[src/rtl/icache_dm.sv]
// Direct-mapped instruction cache with a single-line refill engine.
// Hits return in the same cycle; misses stall the PC and fetch one line over req/gnt/beat.
module icache_dm #(
  parameter int unsigned NUM_LINES      = 16,
  parameter int unsigned WORDS_PER_LINE = 4
) (
  input  logic        clk_i,
  input  logic        rst_ni,
  input  logic [31:0] pc_i,
  input  logic        invalidate_i,
  output logic [31:0] instr_o,
  output logic        instr_valid_o,
  output logic        pc_enable_o,
  output logic        mem_req_o,
  output logic [31:0] mem_addr_o,
  input  logic        mem_gnt_i,
  input  logic        mem_rvalid_i,
  input  logic [31:0] mem_rdata_i
);

  localparam int unsigned Ofs  = $clog2(WORDS_PER_LINE);
  localparam int unsigned Idx  = $clog2(NUM_LINES);
  localparam int unsigned TagW = 32 - Idx - Ofs - 2;
  localparam logic [31:0] Nop  = 32'h0000_0013;

  typedef enum logic [1:0] {StIdle, StReq, StRefill} state_e;

  state_e               state_q, state_d;
  logic [31:0]          addr_q, addr_d;
  logic [Ofs-1:0]       cnt_q, cnt_d;
  logic                 inv_q, inv_d;
  logic [NUM_LINES-1:0] valid_q, valid_d;
  logic [31:0]          data_q [NUM_LINES][WORDS_PER_LINE];
  logic [TagW-1:0]      tag_q [NUM_LINES];

  logic [Ofs-1:0]  pc_word;
  logic [Idx-1:0]  pc_idx, fill_idx;
  logic [TagW-1:0] pc_tag, fill_tag;
  logic            hit, beat, last_beat;
  logic            unused_pc;

  assign pc_word   = pc_i[Ofs+1:2];
  assign pc_idx    = pc_i[Idx+Ofs+1:Ofs+2];
  assign pc_tag    = pc_i[31:Idx+Ofs+2];
  assign fill_idx  = addr_q[Idx+Ofs+1:Ofs+2];
  assign fill_tag  = addr_q[31:Idx+Ofs+2];
  assign unused_pc = ^pc_i[1:0];

  assign hit       = valid_q[pc_idx] && (tag_q[pc_idx] == pc_tag);
  assign beat      = (state_q == StRefill) && mem_rvalid_i;
  assign last_beat = beat && (cnt_q == Ofs'(WORDS_PER_LINE - 1));

  always_ff @(posedge clk_i) begin
    if (!rst_ni) begin
      state_q <= StIdle;
    end else begin
      state_q <= state_d;
    end
  end

  always_comb begin
    state_d = state_q;
    unique case (state_q)
      StIdle:   if (!hit) state_d = StReq;
      StReq:    if (mem_gnt_i) state_d = StRefill;
      StRefill: if (last_beat) state_d = StIdle;
      default:  state_d = StIdle;
    endcase
  end

  always_comb begin
    instr_valid_o = 1'b0;
    instr_o       = Nop;
    mem_req_o     = 1'b0;
    unique case (state_q)
      StIdle: begin
        if (hit) begin
          instr_valid_o = 1'b1;
          instr_o       = data_q[pc_idx][pc_word];
        end
      end
      StReq:   mem_req_o = 1'b1;
      default: ;
    endcase
  end

  assign pc_enable_o = instr_valid_o;
  assign mem_addr_o  = addr_q;

  // Sticky inv_q remembers any invalidate seen while a line is in flight so that
  // line is written but never marked valid.
  always_comb begin
    addr_d  = addr_q;
    cnt_d   = cnt_q;
    inv_d   = inv_q;
    valid_d = valid_q;
    if (invalidate_i) valid_d = '0;
    unique case (state_q)
      StIdle: begin
        if (!hit) begin
          addr_d = {pc_i[31:Ofs+2], {(Ofs + 2){1'b0}}};
          inv_d  = 1'b0;
        end
      end
      StReq: begin
        if (invalidate_i) inv_d = 1'b1;
        if (mem_gnt_i) cnt_d = '0;
      end
      StRefill: begin
        if (invalidate_i) inv_d = 1'b1;
        if (beat) cnt_d = cnt_q + Ofs'(1);
        if (last_beat && !inv_q && !invalidate_i) valid_d[fill_idx] = 1'b1;
      end
      default: ;
    endcase
  end

  always_ff @(posedge clk_i) begin
    if (!rst_ni) begin
      addr_q  <= '0;
      cnt_q   <= '0;
      inv_q   <= 1'b0;
      valid_q <= '0;
    end else begin
      addr_q  <= addr_d;
      cnt_q   <= cnt_d;
      inv_q   <= inv_d;
      valid_q <= valid_d;
    end
  end

  always_ff @(posedge clk_i) begin
    if (rst_ni && beat) begin
      data_q[fill_idx][cnt_q] <= mem_rdata_i;
      if (last_beat) tag_q[fill_idx] <= fill_tag;
    end
  end

endmodule

[config.mk]
export PLATFORM = sky130hd
export DESIGN_NAME = icache_dm
export DESIGN_NICKNAME = d
export VERILOG_FILES = /design/src/rtl/icache_dm.sv
export SDC_FILE = /design/constraint.sdc
export NUM_CORES = 2
export LEC_CHECK = 0
export CAP_MARGIN = 40
export CORE_AREA = 3 3 493 495
export CTS_CLUSTER_SIZE = 10
export DETAILED_ROUTE_END_ITERATION = 12
export DIE_AREA = 0 0 496 498
export PLACE_DENSITY = 0.58
export SYNTH_ARGS = -nofsm -noshare
export SYNTH_HDL_FRONTEND = slang
export SYNTH_SLANG_ARGS = --single-unit
[constraint.sdc]
create_clock -name clk_i -period 4.15 [get_ports clk_i]
set_input_delay 0.6225 -clock clk_i [delete_from_list [all_inputs] [get_ports clk_i]]
set_output_delay 0.6225 -clock clk_i [all_outputs]
set_load 0.02 [all_outputs]
Word-level counts from Yosys, hierarchy flattened
Memory sizes are Yosys's and may differ from the RTL's.
Index checks and enable logic that the tools add are counted.
{"block": "totals", "output_inout_bits": 67, "n_memories": 2, "ff_bits": 49, "ramBits": 2432}
{"block": "op_classes", "muxes": 32, "bitwise_logic": 4, "n_addsub": 1, "magnitude_cmp": 6, "n_eq_ne": 9, "n_reduce_logical": 18}
{"memory": "data_q", "depth": 16, "width": 128, "read_ports": 1, "rd_ports_with_merged_regs": 0, "wr": 1, "line_no": "33", "rtl": "logic [31:0] data_q [NUM_LINES][WORDS_PER_LINE];"}
{"memory": "tag_q", "depth": 16, "width": 24, "read_ports": 1, "rd_ports_with_merged_regs": 0, "wr": 1, "line_no": "34", "rtl": "logic [TagW-1:0] tag_q [NUM_LINES];"}
{"op": "2-to-1 mux 32 bit", "n": 5}
{"op": "2-to-1 mux 128 bit", "n": 1}
{"op": "binary-select mux 32 bit (select 2 bit)", "n": 1}
{"op": "demux 32 bit (select 2 bit)", "n": 1}
{"op": "2-to-1 mux 16 bit", "n": 3}
{"op": "== test 24 bit", "n": 1}
{"op": "bitwise OR 16 bit", "n": 1}
{"op": "2-to-1 mux 1 bit", "n": 11}
{"op": "less-than comparator 4 x 5 -> 1 bit (second input constant)", "n": 2}
{"op": "2-to-1 mux 2 bit", "n": 5}
{"op": "AND reduction 3 bit", "n": 3}
{"op": "logical AND 1 bit", "n": 8}
{"op": "!= test 2 bit (second input constant)", "n": 4}
{"op": "greater-or-equal comparator 3 bit (second input constant)", "n": 2}
{"op": "NOT 2 -> 3 bit", "n": 2}
{"op": "case mux 2 bit (3 select lines)", "n": 1}
{"op": "binary-select mux 1 bit (select 4 bit)", "n": 1}
{"op": "demux 1 bit (select 4 bit)", "n": 1}
{"op": "== test 2 bit (second input constant)", "n": 2}
{"op": "greater-or-equal comparator 4 x 1 -> 1 bit (second input constant)", "n": 1}
{"op": "case mux 2 bit (2 select lines)", "n": 1}
{"op": "nonzero test 2 bit", "n": 2}
{"op": "less-than comparator 3 x 1 -> 1 bit (second input constant)", "n": 1}
{"op": "adder 2 x 1 -> 2 bit (second input constant)", "n": 1}
{"op": "other kinds (8)", "n": 9}

Logic depth before layout (Yosys ltp)
{"block": "logic_depth", "ltp_word": 7, "depth_mapped": 16, "ltp_nobuf": 9}

Least setup slack after synthesis
Ideal clock, no wire load.
{"block": "synth_timing", "kind": "input to output", "startpoint": "in pc_i[5]", "endpoint": "out instr_o[4]", "path_slack_ns": -0.336, "t_arrival_ns": 3.864, "stages": 11, "t_required_ns": 3.527, "path_cell_list": "buf_4 > buf_2 > buf_2 > buf_4 > buf_2 > clkbuf_1 > buf_1 > mux4_2 > mux4_2 > mux4_2 > or2_1"}
{"block": "synth_between", "elab_chain_len": 6, "elab_cells_between_ends": 11}
{"element": "start, declared", "line_no": "9", "rtl": "input logic [31:0] pc_i,"}
{"element": "memory (16 x 128 bit)"}
{"element": "binary-select mux 32 bit (select 2 bit)", "line_no": "79", "rtl": "instr_o = data_q[pc_idx][pc_word];"}
{"element": "2-to-1 mux 32 bit (implied by the code) (2 in series)", "line_no": "79"}
{"element": "2-to-1 mux 32 bit (*)", "line_no": "77", "rtl": "if (hit) begin"}
{"element": "2-to-1 mux 32 bit (*)", "line_no": "75", "rtl": "unique case (state_q)"}
{"element": "end, declared", "line_no": "11", "rtl": "output logic [31:0] instr_o,"}
Mark *: on every way between the ends. The rest lies on a longest branch, timed or not. The select of a mux whose other input is x is not followed.

Worst setup path after layout
{"block": "layout_timing", "startpoint": "mem tag_q[12][23] (netlist name)", "endpoint": "out instr_o[12]"}
{"block": "layout_between", "elab_chain_len": 5}
{"element": "start, declared", "line_no": "34"}
{"element": "memory (16 x 24 bit)"}
{"element": "== test 24 bit", "line_no": "49", "rtl": "assign hit = valid_q[pc_idx] && (tag_q[pc_idx] == pc_tag);"}
{"element": "logical AND 1 bit", "line_no": "49"}
{"element": "2-to-1 mux 32 bit", "line_no": "77"}
{"element": "2-to-1 mux 32 bit", "line_no": "75"}
No other way between the ends.

==> results_dict.tcl <==
set metrics [dict create \
    status "complete, but fails checks" \
    violations "setup timing" \
    placedCellCount 7391 \
    synth_top_area_cell "edfxtp_1" \
    power_frac_comb_pct 6.3 \
    wirelength_um 255000 \
    drv_slew 0 \
    tightest_slew_ns 0.887 \
    critPathCaptureType "output port" \
    pin_count 136 \
    p_sw_share_pct 21.3 \
    cts_tree "yes" \
    fin_worst_skew_ns 0.0624 \
    synth.top_cell.area_share_pct 76.6 \
    seq_power_share_pct 51.9 \
    arrival_ns 4.57 \
    post_drt_wl_per_cell_um 32.7 \
    synth_cell_types 58 \
    netlist_area_mm2 0.0953 \
    cts_buffers 302 \
    fp-row-count 179 \
    firstDrtPassIters 5 \
    core-area_mm2 0.238 \
    startpoint_type "flop" \
    htreeDepth 5 \
    total_power_mw 54.6 \
    power.density_mw_per_mm2 486 \
    cap_violations 0 \
    vias_per_cell 5.81 \
    die-area_mm2 0.247 \
    hold_path_class "in2reg" \
    postSynthAreaPerCell_um2 23.8 \
    ant_nets 0 \
    cts_buffer_depth 4 \
    async_flop_share_pct 0 \
    clk_latency_ns 0.92 \
    setup_viol 34 \
    finalInstanceArea_mm2 0.112 \
    fin_cells 7802 \
    post-route-period-util_pct 125 \
    fp.dieW_um 496 \
    critical_path_class "reg2out" \
    synth-seq-area-share_pct 77.6 \
    drtIter0Drc 5430 \
    synth_area_leaders "edfxtp_1, mux4_2, mux2i_1" \
    ys_top_cells_by_count "edfxtp_1, mux4_2, nor2_1, mux2i_1, clkbuf_1" \
    io_buffer_count 129 \
    place.gp.congestion 0.783 \
    clock_sinks 2481 \
    yosysMostFrequentCell "edfxtp_1" \
    syn_inst 3999 \
    ir_drop_mv 0.444 \
    grt_max_degree 115 \
    clkPwrFrac_pct 41.9 \
    grt_pass1_wl_um 360000 \
    worstPathRequired_ns 3.53 \
    via_count 45300 \
    syn_to_final_growth_pct 18.0 \
    place_area_mm2 0.104 \
    setup_slack_ns -1.04 \
    root_buffer "clkbuf_16" \
    antenna_found_initial 20 \
    drc 0 \
    ys_ff_latch 2481 \
    relSlewSlack_pct 40.9 \
    cellLeakagePower_nw 35.4 \
    fin_crit_ns 5.19 \
    track_usage_pct 20.7 \
    die_y_um 498 \
    grt_overflow 0 \
    p_switching_mw 11.6 \
    fmax_mhz 193 \
    tns_ns -31.92 \
    nets 4628 \
    hold_violations 0 \
    clk_pin_slew_ns 0.05 \
    initial_core_util_pct 40.0 \
    r2r_slack_ns 0.25 \
    synthFlopType "edfxtp_1" \
    cp_max_fo 7 \
    dp_hpwl_um 144000 \
    rsz0062_at_grt "true" \
    intPower_mw 43.0 \
    synth.yosys.warnings 0 \
    grt_pass1_vias 46500 \
    synth-edff-count 2432 \
    layout-drive-gt1-share_pct 34.3 \
    holdWs_ns 0.0697 \
]
==> per-layer routing <==
layer	vias up	track usage [%]	share of wire (%)
met4	6	5.28	2.6
met2	1863	33.6	49
li1	18100	-	-
met1	24900	28.6	40
met5	-	0	0.016
met3	385	4.33	7.8
==> placed cells by master (no fill, tap or decap), types with 13 or more instances in the layout <==
master / n
a21oi_1: 27
a22oi_1: 21
buf_12: 98
buf_2: 34
buf_4: 214
buf_6: 32
clkbuf_1: 58
clkbuf_16: 314
clkdlybuf4s50_1: 56
dfxtp_1: 49
edfxtp_1: 2432
mux2i_1: 111
mux4_2: 741
nand2_1: 83
nor2_1: 45
nor2_4: 80
nor2b_1: 13
nor2b_4: 24
xnor2_1: 16
xor2_1: 13
==> cell families after synthesis <==
logic type      after synthesis  share of synthesized area (%)
mux                         861                           18.8
xor+xnor                     30                          0.276
fa+ha+maj                     7                         0.0919
other cells                   1                        0.00393
buf+inv                     229                           1.14
simple gates                301                           1.43
compound gates               89                          0.646
flops                      2481                           77.6
==> critical path: stages, from the launching register on <==
cell and delay [ns]:
edfxtp_1 0.37, mux4_2 0.47, mux4_2 0.50, xor2_2 0.18, nor3_4 0.20, or4b_4 0.50
or4_4 0.55, buf_16 0.19, buf_12 0.13, buf_12 0.14, nor2b_4 0.22, buf_12 0.15
==> flip-flops by register name, indices dropped and copies added (netlist names) <==
| register | cells |
|---|---|
| cnt_q | 2 |
| state_q | 2 |
| data_q | 2048 |
| inv_q | 1 |
| tag_q | 384 |
| valid_q | 16 |
| mem_addr_o | 28 |
==> through the flow <==
step           worst slack, ns  util (%)
2_1_floorplan          0.00278         -
3_3_place_gp            -0.942      43.3
3_5_place_dp            -0.987      43.6
4_1_cts                  -1.19      47.2
5_1_grt                  -1.14      47.2
6_report                 -1.04      47.2
==> cell type report <==
| cell class | instances | area (um^2) |
|---|---|---|
| fill | 19300 | 126000 |
| sequential | 2481 | 74000 |
| multi-input combinational | 1292 | 21100 |
| clock buffer | 374 | 8100 |
| timing repair buffer | 462 | 5170 |
| tap | 3167 | 3960 |
| clock inverter | 9 | 114 |
| inverter | 13 | 52.6 |
| antenna | 4 | 10.0 |
==> path summary, 6_finish.rpt <==
kind / end / cells after the start / startpoint
worst min register to register: valid_q[5] / 2 / valid_q[5]
worst max register to register: state_q[1] / 13 / tag_q[12][23]
worst max-delay path: instr_o[12] / 11 / tag_q[12][23]
worst min-delay path: data_q[6][53] / 1 / mem_rdata_i[21]
==> power groups by stage <==
stage / clock network [mW] / logic [mW] / registers (mW)
floorplan: 0 / 1.74 / 28.8
global placement: 0 / 3.31 / 28.8
detailed placement: 0 / 3.43 / 28.9
CTS: 23.4 / 3.46 / 28.3
global route: 24.3 / 3.61 / 28.4
finish: 22.9 / 3.41 / 28.3
==> repair_timing <==
action / in CTS / in global routing
setup buffers: 13 / 2
cloned: 1 / 0
resized for setup: 157 / 3
pin swaps: 3 / 1
hold endpoints to repair: 64 / 0
setup endpoints to repair: 34 / 34
hold buffers: 10 / 0
No activity file was read; power rests on OpenSTA's default activity.
